`src/rtl/digital_mem_arbiter.sv`:
```
// Round-robin arbiter sharing the digital_mem_* port between two bus masters.
// It allows one outstanding transaction at a time, uses registered memory-side outputs, and aborts a stalled access after a timeout.
module digital_mem_arbiter #(
    parameter int unsigned XLEN           = 32,
    parameter int unsigned TIMEOUT_CYCLES = 1023
) (
    input  logic            clk,
    input  logic            rst,

    input  logic            m0_req,
    input  logic            m0_we,
    input  logic [XLEN-1:0] m0_addr,
    input  logic [XLEN-1:0] m0_wdata,
    input  logic [3:0]      m0_be,
    output logic            m0_done,
    output logic            m0_err,
    output logic [XLEN-1:0] m0_rdata,

    input  logic            m1_req,
    input  logic            m1_we,
    input  logic [XLEN-1:0] m1_addr,
    input  logic [XLEN-1:0] m1_wdata,
    input  logic [3:0]      m1_be,
    output logic            m1_done,
    output logic            m1_err,
    output logic [XLEN-1:0] m1_rdata,

    output logic [XLEN-1:0] digital_mem_addr,
    output logic            digital_mem_write_en,
    output logic            digital_mem_read_en,
    output logic [3:0]      digital_mem_byte_size,
    output logic [XLEN-1:0] digital_mem_wdata,
    input  logic [XLEN-1:0] digital_mem_data,
    input  logic            digital_mem_ready,

    output logic            busy,
    output logic            grant_id
);

    localparam int unsigned BE_W  = 4;
    localparam int unsigned CNT_W = (TIMEOUT_CYCLES > 1) ? $clog2(TIMEOUT_CYCLES + 1) : 1;

    typedef enum logic [1:0] {
        IDLE   = 2'd0,
        ACCESS = 2'd1,
        DONE   = 2'd2
    } state_t;

    state_t            state_q, state_d;
    logic [CNT_W-1:0]  cnt_q, cnt_d;
    logic              prio_q, prio_d;

    logic [XLEN-1:0]   addr_d, wdata_d, rdata0_d, rdata1_d;
    logic [BE_W-1:0]   be_d;
    logic              wen_d, ren_d, done0_d, done1_d, err0_d, err1_d;
    logic              busy_d, grant_d;

    logic              win_c;
    logic              timeout_hit_c;

    // prio_q names the requester that wins a tie; it flips only on a grant
    assign win_c         = m1_req & (~m0_req | prio_q);
    assign timeout_hit_c = (TIMEOUT_CYCLES != 0) &&
                           ((32'(cnt_q) + 32'd1) == 32'(TIMEOUT_CYCLES));

    // State and output registers
    always_ff @(posedge clk) begin
        if (rst) begin
            state_q               <= IDLE;
            cnt_q                 <= '0;
            prio_q                <= 1'b0;
            digital_mem_addr      <= '0;
            digital_mem_wdata     <= '0;
            digital_mem_byte_size <= '0;
            digital_mem_write_en  <= 1'b0;
            digital_mem_read_en   <= 1'b0;
            m0_done               <= 1'b0;
            m1_done               <= 1'b0;
            m0_err                <= 1'b0;
            m1_err                <= 1'b0;
            m0_rdata              <= '0;
            m1_rdata              <= '0;
            busy                  <= 1'b0;
            grant_id              <= 1'b0;
        end else begin
            state_q               <= state_d;
            cnt_q                 <= cnt_d;
            prio_q                <= prio_d;
            digital_mem_addr      <= addr_d;
            digital_mem_wdata     <= wdata_d;
            digital_mem_byte_size <= be_d;
            digital_mem_write_en  <= wen_d;
            digital_mem_read_en   <= ren_d;
            m0_done               <= done0_d;
            m1_done               <= done1_d;
            m0_err                <= err0_d;
            m1_err                <= err1_d;
            m0_rdata              <= rdata0_d;
            m1_rdata              <= rdata1_d;
            busy                  <= busy_d;
            grant_id              <= grant_d;
        end
    end

    // Next-state and next-output logic
    always_comb begin
        state_d  = state_q;
        cnt_d    = cnt_q;
        prio_d   = prio_q;
        addr_d   = digital_mem_addr;
        wdata_d  = digital_mem_wdata;
        be_d     = digital_mem_byte_size;
        wen_d    = digital_mem_write_en;
        ren_d    = digital_mem_read_en;
        done0_d  = 1'b0;
        done1_d  = 1'b0;
        err0_d   = 1'b0;
        err1_d   = 1'b0;
        rdata0_d = m0_rdata;
        rdata1_d = m1_rdata;
        busy_d   = busy;
        grant_d  = grant_id;

        case (state_q)
            IDLE: begin
                if (m0_req || m1_req) begin
                    state_d = ACCESS;
                    cnt_d   = '0;
                    grant_d = win_c;
                    prio_d  = ~win_c;
                    busy_d  = 1'b1;
                    addr_d  = win_c ? m1_addr  : m0_addr;
                    wdata_d = win_c ? m1_wdata : m0_wdata;
                    be_d    = win_c ? m1_be    : m0_be;
                    wen_d   = win_c ? m1_we    : m0_we;
                    ren_d   = ~wen_d;
                end
            end

            ACCESS: begin
                cnt_d = cnt_q + CNT_W'(1);
                if (digital_mem_ready || timeout_hit_c) begin
                    state_d = DONE;
                    addr_d  = '0;
                    wdata_d = '0;
                    be_d    = '0;
                    wen_d   = 1'b0;
                    ren_d   = 1'b0;
                    done0_d = ~grant_id;
                    done1_d = grant_id;
                    // a ready on the final allowed cycle still counts as success
                    if (digital_mem_ready) begin
                        if (digital_mem_read_en) begin
                            if (grant_id) rdata1_d = digital_mem_data;
                            else          rdata0_d = digital_mem_data;
                        end
                    end else begin
                        err0_d = ~grant_id;
                        err1_d = grant_id;
                        if (grant_id) rdata1_d = '0;
                        else          rdata0_d = '0;
                    end
                end
            end

            DONE: begin
                state_d = IDLE;
                busy_d  = 1'b0;
            end

            default: begin
                state_d = IDLE;
                busy_d  = 1'b0;
                wen_d   = 1'b0;
                ren_d   = 1'b0;
            end
        endcase
    end

endmodule

```
`config.mk`:
```
export PLATFORM = sky130hd
export DESIGN_NAME = digital_mem_arbiter
export DESIGN_NICKNAME = d
export VERILOG_FILES = /design/src/rtl/digital_mem_arbiter.sv
export SDC_FILE = /design/constraint.sdc
export NUM_CORES = 1
export LEC_CHECK = 0
export CAP_MARGIN = 20
export CORE_UTILIZATION = 47
export DETAILED_ROUTE_END_ITERATION = 8
export PLACE_DENSITY = 0.9
export SETUP_SLACK_MARGIN = 0.5
export SLEW_MARGIN = 20
export SYNTH_ARGS = -nofsm -noshare
export SYNTH_HDL_FRONTEND = slang
export SYNTH_SLANG_ARGS = --single-unit
```
`constraint.sdc`:
```
create_clock -name clk -period 6.51 [get_ports clk]
set_input_delay 1.302 -clock clk [delete_from_list [all_inputs] [get_ports clk]]
set_output_delay 1.302 -clock clk [all_outputs]
set_load 0.01 [all_outputs]
```
==> results list, run 1 <==
- Critical Setup Path Class: in -> reg
- In this run, the number of DRC markers left after iteration 0 of detailed routing was 532.
* Largest driver fanout on the critical path: 40
- RSZ-0062 raised after global routing: false
* Starting utilization of the core area: 48.8%
* Number of cells after detailed placement: around 1300
* Sequential share of the synthesized area: 39.1%
* Async set-reset flop share out of synthesis: 0%
* Met3 Use GR: around 8.6%
- First-pass GRT wire length: 38100 µm
- Summed over all cells, the static leakage comes to around 4.3 nW.
- Drt wl/cell: between 15 and 20 µm
- The die is 131 µm tall.
* CP delay by family, top: buffers and inverters
* Clock period minus worst slack: approximately 3.5 ns
* Nets: 1304
- Setup ws final: ~3 ns
* Met1 usage in global routing: 31.7%
- Yosys mapped a number of flops with a built-in enable equal to 0.
- Once detailed placement completed, the half-perimeter wirelength came to 16100 µm.
- After synthesis the netlist holds a flip-flop and latch count of 153.
- Counting every net in the synthesized netlist gives around 1000.
- Maximum vdd drop: 0.170 mV
- Vias per std cell: around 5.6
- Ports placed on the boundary: 315
* Post-cts resize count: 0
- Wires add up to 23900 µm.
- Largest net degree at the start of global routing: 100
* CTS root buffer: sky130_fd_sc_hd__clkbuf_16
- Final total negative setup slack: 0 ns
- STA classifies the critical path endpoint as a flop.
- Average cell area after synthesis: approximately 9.0 µm²
* Die Area: ~17000 µm²
* Initial antenna violation count: 1
- Via total after detailed routing: ~7600
- In the global route stage, overall resource usage came out at between 20% and 30%.
* Number of buffers added for setup after CTS: 0
* Max incr delay on CP: 0.76 ns
- The critical path contains buffers and inverters numbering 2 combined.
- The flow ran to the end, and the final reports show no timing, DRC or antenna violations.
* IO Port Bufs: 314
- Post-layout util: a little under three quarters
* Count of mapped cells out of synthesis: 869
* Path type of the worst min-delay path: reg -> reg
- GRT met2 Usage: 46.5%
- The area growth from synthesis to layout is 47.4%.
- TritonCTS built the clock tree.
- CTS Buf Count: 17
- Area of the placeable core: 16100 µm²
* Placement Setup Slack: 2.65 ns
- The number of pins with negative max-slew slack in the final report is 0.
- Setup violations remaining at the end of the flow were counted as 0.
* Overflow left after global routing: 0
- Proportion of layout cells with a drive suffix above 1: 15.8%
- The congestion estimate from routability-driven global placement came to about 0.82.
- STA classifies the critical path startpoint as a primary input.
- The detail route stage leaves a number of antenna-violating nets equal to 0.
- FILL cells: about 1200
* Pwr/cell area: 229 nW/µm²
- Once layout is complete, the cells apart from fillers number 1357.
- Yosys printed 0 warnings.
- Longest Clk Path Bufs: 2
- For this run, design rule violations remaining after detail routing come to 0.
* Synthesized area: a little under 8000 µm²
* Clock-pin transition on the worst setup and hold timing paths: 0.07 ns
- The number of global-route vias before repair was between 7000 and 8000.
- For the worst setup path, the data arrival time is 3.79 ns.
* Detailed-routing iteration count for the pre-antenna-repair pass: 4
- The synthesized netlist contains 50 unique library cells.
- TritonCTS sink count: 153
- On the final layout, the worst clock skew is roughly 0.0093 ns.
* Most used routing layer in global routing: met2
- Dividing the final minimum period by the clock period gives a little over half.
- The later pin in the worst-skew pair is clocked with a latency of 0.42 ns.
- Final-report hold violation count: 0
- The H-tree was split into 4 levels.
- At the pin with the least slew margin, the transition time is 1.01 ns.
- Crit path cell chain: clkdlybuf4s50_1, o21bai_1, nand2b_2, buf_4, o32ai_1, a31o_2
- Worst EP required: just under 7 ns
* Floorplan row count: 46
* Slew margin rel.: 32.7%
* Max-cap violation count: 0
* Horizontal die dimension: 131 µm
- In this run, post-CTS hold repair placed 0 buffers.
- Cell type of the slowest stage on the worst timing path: sky130_fd_sc_hd__nand2b_2
- Main flop type after synthesis: sky130_fd_sc_hd__dfxtp_1
* Highest Clock Rate: roughly 0.29 GHz
[final timing paths]
path | start | endpoint | slack, ns | cells after the start
max | m1_req | digital_mem_addr[16] | 3.03 | 6
min | cnt_q[9] | cnt_q[9] | 0.48 | 1
max reg2reg | cnt_q[0] | digital_mem_addr[16] | 3.84 | 7
min reg2reg | cnt_q[9] | cnt_q[9] | 0.48 | 1
[registers in the layout, summed over array words and instances, names as in the netlist]
register               cells
digital_mem_read_en        1
digital_mem_write_en       1
m0_err                     1
m1_done                    1
digital_mem_byte_size      4
digital_mem_wdata         32
m1_rdata                  32
busy                       1
prio_q                     1
m0_done                    1
digital_mem_addr          32
m1_err                     1
state_q                    2
m0_rdata                  32
cnt_q                     10
grant_id                   1
[stage by stage]
stage	power, mW	area (µm²)	hold WS [ns]
floorplan	1.36	7840	0.448
global placement	1.65	11000	0.466
detailed placement	1.66	11000	0.469
CTS	2.66	11500	0.483
global route	2.75	11500	0.512
finish	2.65	11500	0.482
[layout make-up]
type / instances / area, µm² / area share (%)
inverters: 73 / 274 / 2.37
repair buffers: 323 / 3220 / 27.9
clock buffers: 17 / 425 / 3.68
clock inverters: 15 / 166 / 1.44
multi-input cells: 559 / 4120 / 35.7
flip-flops and latches: 153 / 3070 / 26.6
well taps: 216 / 270 / 2.34
diodes: 1 / 2.50 / 0.0217
[where the power goes]
group	internal (mW)	switching [mW]	total, mW	leakage, nW
Sequential	1.01	0.0560	1.06	1.25
Combinational	0.330	0.257	0.587	2.81
Clock	0.572	0.424	0.996	0.275
Total	1.91	0.737	2.65	4.34
[logic make-up (layout without fill, tap and decap cells)]
logic type | count (synthesis) | count (layout) | synth area share (%)
other | 0 | 1 | 0
AO/OA/AOI/OAI | 268 | 268 | 25.6
adder cells (fa/ha/maj) | 2 | 2 | 0.319
flip-flops | 153 | 153 | 39.1
multiplexers | 101 | 101 | 13.4
buffers and inverters | 157 | 428 | 8.83
AND/OR/NAND/NOR | 185 | 185 | 12.5
XOR/XNOR | 3 | 3 | 0.335
[layout by cell type, fill, tap and decap left out, drive strengths merged, types with 2 or more instances in the layout]
master	netlist	routed
clkdlybuf4s50	0	313
dfxtp	153	153
inv	73	78
o21ai	73	73
mux2i	69	69
a31o	69	69
o32ai	68	68
nand2b	57	57
nor2	49	49
nand2	42	42
a31oi	33	33
mux2	32	32
clkbuf	58	17
or2b	11	11
a21oi	11	11
buf	26	10
nand3	6	6
nor3	6	6
clkinvlp	0	5
nand4	3	3
a211oi	3	3
clkinv	0	3
and3	3	3
xnor2	2	2
or2	2	2
a311oi	2	2
o211ai	2	2
ha	2	2
bufinv	0	2
or3	2	2
[worst reg2reg max path, cell delays in order (launching register included)]
cell and delay, ns:
sky130_fd_sc_hd__dfxtp_1 0.41, sky130_fd_sc_hd__ha_1 0.32, sky130_fd_sc_hd__nand4_1 0.15, sky130_fd_sc_hd__xnor2_1 0.15, sky130_fd_sc_hd__a31oi_1 0.40, sky130_fd_sc_hd__or2_2 0.26
sky130_fd_sc_hd__buf_4 0.60, sky130_fd_sc_hd__a31o_2 0.34
[synth_stat cells, drive strengths merged, types with 32 or more instances]
cell	count	area share, %
mux2	32	4.6
nor2	49	2.3
o32ai	68	7.6
nand2b	57	4.5
o21ai	73	5.1
dfxtp	153	39
nand2	42	2.0
a31oi	33	2.6
inv	73	3.5
mux2i	69	8.8
clkbuf	58	3.2
a31o	69	7.7
[routing by layer]
layer	up-vias	wire length [µm]
li1	3671	-
met1	3556	9350
met2	321	11700
met3	46	2080
met4	0	812
met5	-	0
Power figures use the tool's default switching activity.
==> run 2, diff against run 1 <==
--- a/config.mk
+++ b/config.mk
@@ -6,9 +6,9 @@
 export NUM_CORES = 1
 export LEC_CHECK = 0
 export CAP_MARGIN = 20
-export CORE_UTILIZATION = 47
+export CORE_UTILIZATION = 40
 export DETAILED_ROUTE_END_ITERATION = 8
-export PLACE_DENSITY = 0.9
+export PLACE_DENSITY = 0.82
 export SETUP_SLACK_MARGIN = 0.5
 export SLEW_MARGIN = 20
 export SYNTH_ARGS = -nofsm -noshare
==> constraint.sdc (replaced) <==
create_clock -name clk -period 2.8 [get_ports clk]
set_input_delay 0.56 -clock clk [delete_from_list [all_inputs] [get_ports clk]]
set_output_delay 0.56 -clock clk [all_outputs]
set_load 0.01 [all_outputs]
==> run 2 against run 1 <==
Effect of this change:
- count of clock-buffer cells in the layout increased by 3
- sequential cell count unchanged
- clock skew increased by 0.0055 ns
- combinational power increased by 140%
- via count decreased by 0.54%
- sequential power increased by 130%
- utilization decreased by 9.6 points
- clock power increased by 120%
- sequential share of layout area decreased by 0.55 points
- total power increased by 130%
- wire length increased by 0.33%
- first-iteration DRC count decreased by 46%
- critical path type is now reg -> reg
- largest cell class unchanged
==> results list, run 2 (synthesis results as in run 1) <==
- The total wire length was 24000 µm (+0.33%).
- The number of buffer and inverter stages on the critical path is 1 (-1).
- Longest Clk Path Bufs: 2 (unchanged)
- The deepest level of the CTS H-tree was 4 (unchanged).
- The routability congestion estimate was 0.784 (-4.6%).
- The number of hold violations in the final report is 0 (unchanged).
- Combinational fraction of design power: 22.8% (+0.6 points)
* Max-cap violation count: 0 (unchanged)
- Largest net degree at the start of global routing: 81 (-19%)
* Worst EP arrival: 2.53 ns (-1.26 ns)
- The number of pins with negative max-slew slack in the final report came to 0 (unchanged).
* Setup ws final: 0.575 ns (-2.46 ns)
- The number of CTS-inserted buffers was 17 (unchanged).
- The power density of the placed cells is 516 nW/µm² (+120%).
- The die outline area is 20200 µm² (+17%).
* Clock tree from TritonCTS: yes
- In this design, the largest share of critical-path delay is due to compound AO/OA/AOI/OAI gates.
- Slew margin rel.: 65.0% (+32 points)
- The library cell used most frequently in the layout, excluding fill and tap cells, is sky130_fd_sc_hd__clkdlybuf4s50_1.
- The share of cells above drive strength 1 was 17.2% (+1.4 points).
- The internal power summed over all cells came to 4.42 mW (+130%).
* CTS root buffer: sky130_fd_sc_hd__clkbuf_16
- Path type of the worst min-delay path: reg -> reg
- Critical Setup Path Class: reg -> reg
* Detail Route Antenna Nets: 0 (unchanged)
- The number of violations reported at the end of detailed-routing iteration 0 was 286 (-46%).
* Final total negative setup slack: 0 ns (unchanged)
- Starting utilization of the core area: 41.3% (-7.5 points)
* Clk pwr share: 36.6% (-1.0 points)
* Largest driver fanout on the critical path: 73 (+83%)
- The final worst clock skew is 0.0148 ns (+0.00551 ns).
- The run finished with clean final reports.
- In the layout the commonest cells are sky130_fd_sc_hd__clkdlybuf4s50_1, sky130_fd_sc_hd__dfxtp_1, sky130_fd_sc_hd__inv_1.
- The power dissipated by switching net loads was 1.67 mW (+130%).
* Clk_lat worst skew: 0.42 ns (about the same)
- The CTS clock-pin slew for the worst setup and hold paths was 0.06 ns (about the same).
- Leak pwr: 4.44 nW (+2.3%)
- Final Cycle Share: 79.5%
- Setup repair after global routing left no endpoint under its margin.
- The worst vdd rail ir drop was 0.379 mV (+120%).
* Finish-stage setup viols: 0 (unchanged)
* Area of the placeable core: 19000 µm² (+18%)
* IO Port Bufs: 314 (unchanged)
- The number of global-route vias before repair is 7149 (-4.3%).
* Drt wl/cell: 17.0 µm (-3.7%)
- Cell type of the slowest stage on the worst timing path: sky130_fd_sc_hd__a2111o_1
* Ports placed on the boundary: 315 (unchanged)
- The switching portion of total power came to 27.5% (-0.37 points).
- The remaining global-route overflow is 0 (unchanged).
* Synthesis-to-finish area growth: 50.8%
- For the finished layout, the period the worst path requires is 2.22 ns.
- Placement Setup Slack: 0.361 ns (-2.28 ns)
* Gr usage total: 23.3% (-4.3 points)
* Register share of total power: 40.6% (+0.4 points)
- The post-DP HPWL was 16200 µm (+0.66%).
- STA classifies the critical path endpoint as a flop.
- STA classifies the critical path startpoint as a flop.
- The minimum setup slack among reg-to-reg paths was 0.58 ns (-3.26 ns).
* Highest Clock Rate: 0.449 GHz
- Worst EP required: 3.10 ns (-3.72 ns)
- The detailed-router iteration count before antenna repair came to 5 (+1).
* Die Y-Extent: 142 µm (+8.3%)
* TritonCTS sink count: 153 (unchanged)
* Horizontal die dimension: 142 µm (+8.3%)
* Nets: 1316 (+0.92%)
* Drc violations: 0 (unchanged)
- Max incr delay on CP: 0.45 ns (-0.31 ns)
* Via total after detailed routing: 7553 (-0.54%)
- Walking the worst path, the cells encountered are and3_4, nand4_4, a2111o_1, or2_2, buf_12, a31o_2.
- Floorplan row count: 50 (+8.7%)
- Vias per std cell: 5.35 (-4.5%)
- The initial antenna violation count came to 1 (unchanged).
- First-pass GRT wire length: 37100 µm (-2.7%)
- The transition time at the pin with the least slew margin is 0.525 ns (-0.485 ns).
## run 2: final timing paths
| check | end | start | depth (start not counted) |
|---|---|---|---|
| max | digital_mem_addr[16] | cnt_q[2] | 6 |
| min | cnt_q[4] | cnt_q[4] | 1 |
| max reg2reg | digital_mem_addr[16] | cnt_q[2] | 6 |
| min reg2reg | cnt_q[4] | cnt_q[4] | 1 |
## run 2: layer usage
metal | GRT usage, % | share of wire (%) | wire, µm
met1 | 26.7 | 40 | 9720
met2 | 39.2 | 48 | 11600
met3 | 9.45 | 9.4 | 2260
met4 | 7.75 | 1.8 | 439
met5 | 0 | 0 | 0
## run 2: worst register-to-register path, stage by stage, from the launching register on
cell                       delay, ns
sky130_fd_sc_hd__dfxtp_2        0.38
sky130_fd_sc_hd__and3_4         0.24
sky130_fd_sc_hd__nand4_4        0.13
sky130_fd_sc_hd__a2111o_1       0.46
sky130_fd_sc_hd__or2_2          0.32
sky130_fd_sc_hd__buf_12         0.19
sky130_fd_sc_hd__a31o_2         0.41
## run 2: what timing repair did
item / CTS / global route
cloned: 0 / 1
setup endpoints to repair: 1 / 125
pin swaps: 0 / 2
hold buffers: 0 / 0
buffers inserted: 0 / 1
resized for setup: 2 / 11
## run 2: cell type report
cell class,instances,area (µm²)
fill,1606,7140
sequential,153,3070
multi-input combinational,559,4140
tap,260,325
inverter,73,274
clock inverter,12,113
clock buffer,20,457
timing repair buffer,335,3430
antenna,1,2.50
## run 2: power by group through the flow
| stage | Combinational, mW | Clock [mW] | Sequential, mW |
|---|---|---|---|
| floorplan | 0.592 | 0 | 2.57 |
| global placement | 1.36 | 0 | 2.51 |
| detailed placement | 1.38 | 0 | 2.52 |
| CTS | 1.39 | 2.29 | 2.47 |
| global route | 1.49 | 2.38 | 2.50 |
| finish | 1.39 | 2.23 | 2.48 |
## run 2: metrics by stage
step                      instances  hold slack, ns  utilization [%]  area, µm²  power, mW
after floorplan                 869           0.448                -       7840       3.17
after global placement         1378           0.469             59.0      11200       3.88
after detailed placement       1378           0.477             59.0      11200       3.90
after CTS                      1410           0.497             62.0      11800       6.15
after global routing           1413           0.511             62.3      11800       6.37
final                          1413           0.479             62.3      11800       6.10
==> run 3, diff against run 2 <==
--- a/config.mk
+++ b/config.mk
@@ -6,9 +6,9 @@
 export NUM_CORES = 1
 export LEC_CHECK = 0
 export CAP_MARGIN = 20
-export CORE_UTILIZATION = 40
+export CORE_UTILIZATION = 44
 export DETAILED_ROUTE_END_ITERATION = 8
-export PLACE_DENSITY = 0.82
+export PLACE_DENSITY = 0.85
 export SETUP_SLACK_MARGIN = 0.5
 export SLEW_MARGIN = 20
 export SYNTH_ARGS = -nofsm -noshare
==> constraint.sdc (replaced) <==
create_clock -name clk -period 2.2 [get_ports clk]
set_input_delay 0.44 -clock clk [delete_from_list [all_inputs] [get_ports clk]]
set_output_delay 0.44 -clock clk [all_outputs]
set_load 0.01 [all_outputs]
==> run 3 against run 2 <==
Effect of this change:
- wire length up 14%
- via count rose by 4.5%
- global-route usage rose by 6.2 points
- design area grew 9.9%
- fmax rose by 5.5%
- sequential share of layout area is 2.2 points lower
- total power rose by 35%
- hold slack better by 0.016 ns
==> results list, run 3 (synthesis results as in run 1) <==
* Result of the run: finished clean
* Top library cells by usage in the layout, fill and taps aside: sky130_fd_sc_hd__clkdlybuf4s50_1, sky130_fd_sc_hd__dfxtp_1, sky130_fd_sc_hd__dlygate4sd2_1
* CP delay by family, top: compound AO/OA/AOI/OAI gates
* Crit path cell chain: buf_6, inv_4, ha_4, nand4_1, a2111o_1, buf_4, or2_4, buf_12, a31o_4
- Clock period minus worst slack: 2.11 ns (-0.115 ns)
- First-pass GRT wire length: 42200 µm (+14%)
* Switching Fraction: 27.6% (+0.14 points)
* TritonCTS sink count: 153 (unchanged)
- The power density of the placed cells came to 636 nW/µm² (+23%).
- Finish-stage setup viols: 0 (unchanged)
* IO Port Bufs: 314 (unchanged)
- TritonCTS built the clock tree.
- Slew margin rel.: 68.7% (+3.7 points)
* Cell type of the slowest stage on the worst timing path: sky130_fd_sc_hd__dfxtp_4
- The number of global-route vias before repair came to 7822 (+9.4%).
* Longest Clk Path Bufs: 2 (unchanged)
* Half-perimeter wire length after detailed placement: 18900 µm (+17%)
- Gr usage total: 29.5% (+6.2 points)
- Highest Clock Rate: 0.474 GHz (+5.5%)
- Vias per std cell: 5.53 (+3.4%)
* Final Cycle Share: 95.9% (+16 points)
- CTS root buffer: sky130_fd_sc_hd__clkbuf_16
- The routability congestion estimate was 0.836 (+6.6%).
- Largest net degree at the start of global routing: 102 (+26%)
- Nets: 1367 (+3.9%)
- STA classifies the critical path startpoint as a flop.
* Path type of the worst min-delay path: reg -> reg
- The share of cells above drive strength 1 came to 22.5% (+5.3 points).
- The data arrival at the endpoint of the critical path is 2.41 ns (-0.12 ns).
* Final-report hold violation count: 0 (unchanged)
- The final worst clock skew came to 0.00920 ns (-0.00564 ns).
- Clock-pin transition on the worst setup and hold timing paths: 0.06 ns (about the same)
- Max-cap violation count: 0 (unchanged)
* Internal Dissipation: 5.98 mW (+35%)
- Clk pwr share: 37.1% (+0.5 points)
* Final Routed Wirelength: 27300 µm (+14%)
- The number of pins with negative max-slew slack in the final report came to 0 (unchanged).
* Most common cell after layout, fill and taps aside: sky130_fd_sc_hd__clkdlybuf4s50_1
- The maximum fanout along the worst path was 22 (-70%).
- Footprint of the multi-input gates: 4810 µm² (+16%)
- The number of standard-cell rows in the floorplan was 48 (-4.0%).
- The reported leakage power came to 5.68 nW (+28%).
- The power share of the combinational group is 24.4% (+1.6 points).
- Cell Count, Final, Fillers Out: 1428 (+1.1%)
- The vias after detailed routing is 7891 (+4.5%).
* Drt wl/cell: 19.1 µm (+12%)
- Die Area: 18400 µm² (-9.0%)
- Critical Setup Path Class: reg -> reg
* Register share of total power: 38.5% (-2.1 points)
- Final total negative setup slack: 0 ns (unchanged)
- Number of cells after detailed placement: 1382 (+0.29%)
- The required time of the critical path is 2.50 ns (-0.60 ns).
* Worst-margin pin slew: 0.467 ns (-0.0578 ns)
* Detailed-routing iteration count for the pre-antenna-repair pass: 5 (unchanged)
* Starting utilization of the core area: 45.2% (+3.8 points)
* Die Y-Extent: 135 µm (-4.6%)
* Max incr delay on CP: 0.36 ns (-0.09 ns)
* Ports placed on the boundary: 315 (unchanged)
* Detail Route Antenna Nets: 0 (unchanged)
- Initial antenna violation count: 0 (-1)
- The remaining global-route overflow is 0 (unchanged).
* Clk_lat worst skew: 0.42 ns (about the same)
- The filler cell count is 1264 (-21%).
* DRC marker count from the first detailed-route iteration: 421 (+47%)
* Final antenna diode count: 0 (-1)
* FF/Latch Area: 3090 µm² (+0.45%)
* RSZ-0062 raised after global routing: true
- Type of element capturing the critical path: flop
- Horizontal die dimension: 135 µm (-4.6%)
* Area of the placeable core: 17400 µm² (-8.4%)
- Drc violations: 0 (unchanged)
- CTS Buf Count: 17 (unchanged)
- Sw Pwr: 2.28 mW (+36%)
- The deepest level of the CTS H-tree was 4 (unchanged).
- From synthesis to final layout, the design area changed by 65.7%.
- Number of buffer and inverter instances along the worst setup path: 4 (+3)
- The worst vdd rail ir drop came to 0.509 mV (+34%).
run 3: changes by cell type in the layout (fill, tap and decap cells not counted), moves of 23 or more:
cell / change
sky130_fd_sc_hd__clkdlybuf4s50_1: -140
sky130_fd_sc_hd__dlygate4sd2_1: +140
sky130_fd_sc_hd__a31o_2: -66
sky130_fd_sc_hd__a31o_4: +66
sky130_fd_sc_hd__o21ai_0: -52
sky130_fd_sc_hd__o21ai_1: +38
sky130_fd_sc_hd__buf_4: +23
run 3: power by group through the flow:
stage	logic (mW)	clock network, mW	registers [mW]
after floorplan	0.928	0	3.31
after global placement	2.06	0	3.23
after detailed placement	2.10	0	3.24
after CTS	2.00	3.11	3.18
after global routing	2.14	3.23	3.20
final	2.02	3.06	3.18
run 3: layout make-up:
cell class                 count  area share [%]
multi-input combinational    559            37.0
timing repair buffer         386            30.2
sequential                   153            23.8
clock buffer                  21            3.62
tap                          225            2.17
inverter                      73            2.13
clock inverter                11            1.12
run 3: worst paths after layout:
| kind | from | endpoint | slack, ns | depth (start not counted) |
|---|---|---|---|---|
| worst max register to register | cnt_q[0] | digital_mem_addr[16] | 0.09 | 9 |
| worst max-delay path | cnt_q[0] | digital_mem_addr[16] | 0.09 | 9 |
| worst min-delay path | m0_rdata[6] | m0_rdata[6] | 0.50 | 2 |
| worst min register to register | m0_rdata[6] | m0_rdata[6] | 0.50 | 2 |
run 3: timing repair:
item	CTS	global route
gates cloned	3	2
buffers inserted	7	2
resized for setup	184	6
pin swaps	15	0
hold buffers	0	0
hold endpoints to repair	0	0
endpoints found under the setup margin	280	146
run 3: worst reg2reg max path, cell delays in order (launching register included):
cell and delay, ns:
sky130_fd_sc_hd__dfxtp_4 0.36, sky130_fd_sc_hd__buf_6 0.12, sky130_fd_sc_hd__inv_4 0.05, sky130_fd_sc_hd__ha_4 0.12, sky130_fd_sc_hd__nand4_1 0.11, sky130_fd_sc_hd__a2111o_1 0.36, sky130_fd_sc_hd__buf_4 0.16, sky130_fd_sc_hd__or2_4 0.29
sky130_fd_sc_hd__buf_12 0.19, sky130_fd_sc_hd__a31o_4 0.24
run 3: stage by stage:
stage	total power [mW]	hold slack (ns)	worst slack (ns)	utilization, %	area [µm²]
4_1_cts	8.28	0.491	0.111	74.2	12900
6_report	8.26	0.495	0.0905	74.8	13000
3_3_place_gp	5.29	0.468	-0.0579	70.3	12200
5_1_grt	8.57	0.516	0.0379	74.8	13000
3_5_place_dp	5.34	0.476	-0.116	70.3	12200
2_1_floorplan	4.23	0.448	0.0748	-	8520
run 3: layer usage:
| metal | GRT usage [%] | wire (µm) |
|---|---|---|
| met1 | 35.1 | 11200 |
| met2 | 51.2 | 13600 |
| met3 | 6.73 | 1470 |
| met4 | 11.5 | 994 |
| met5 | 0 | 0 |
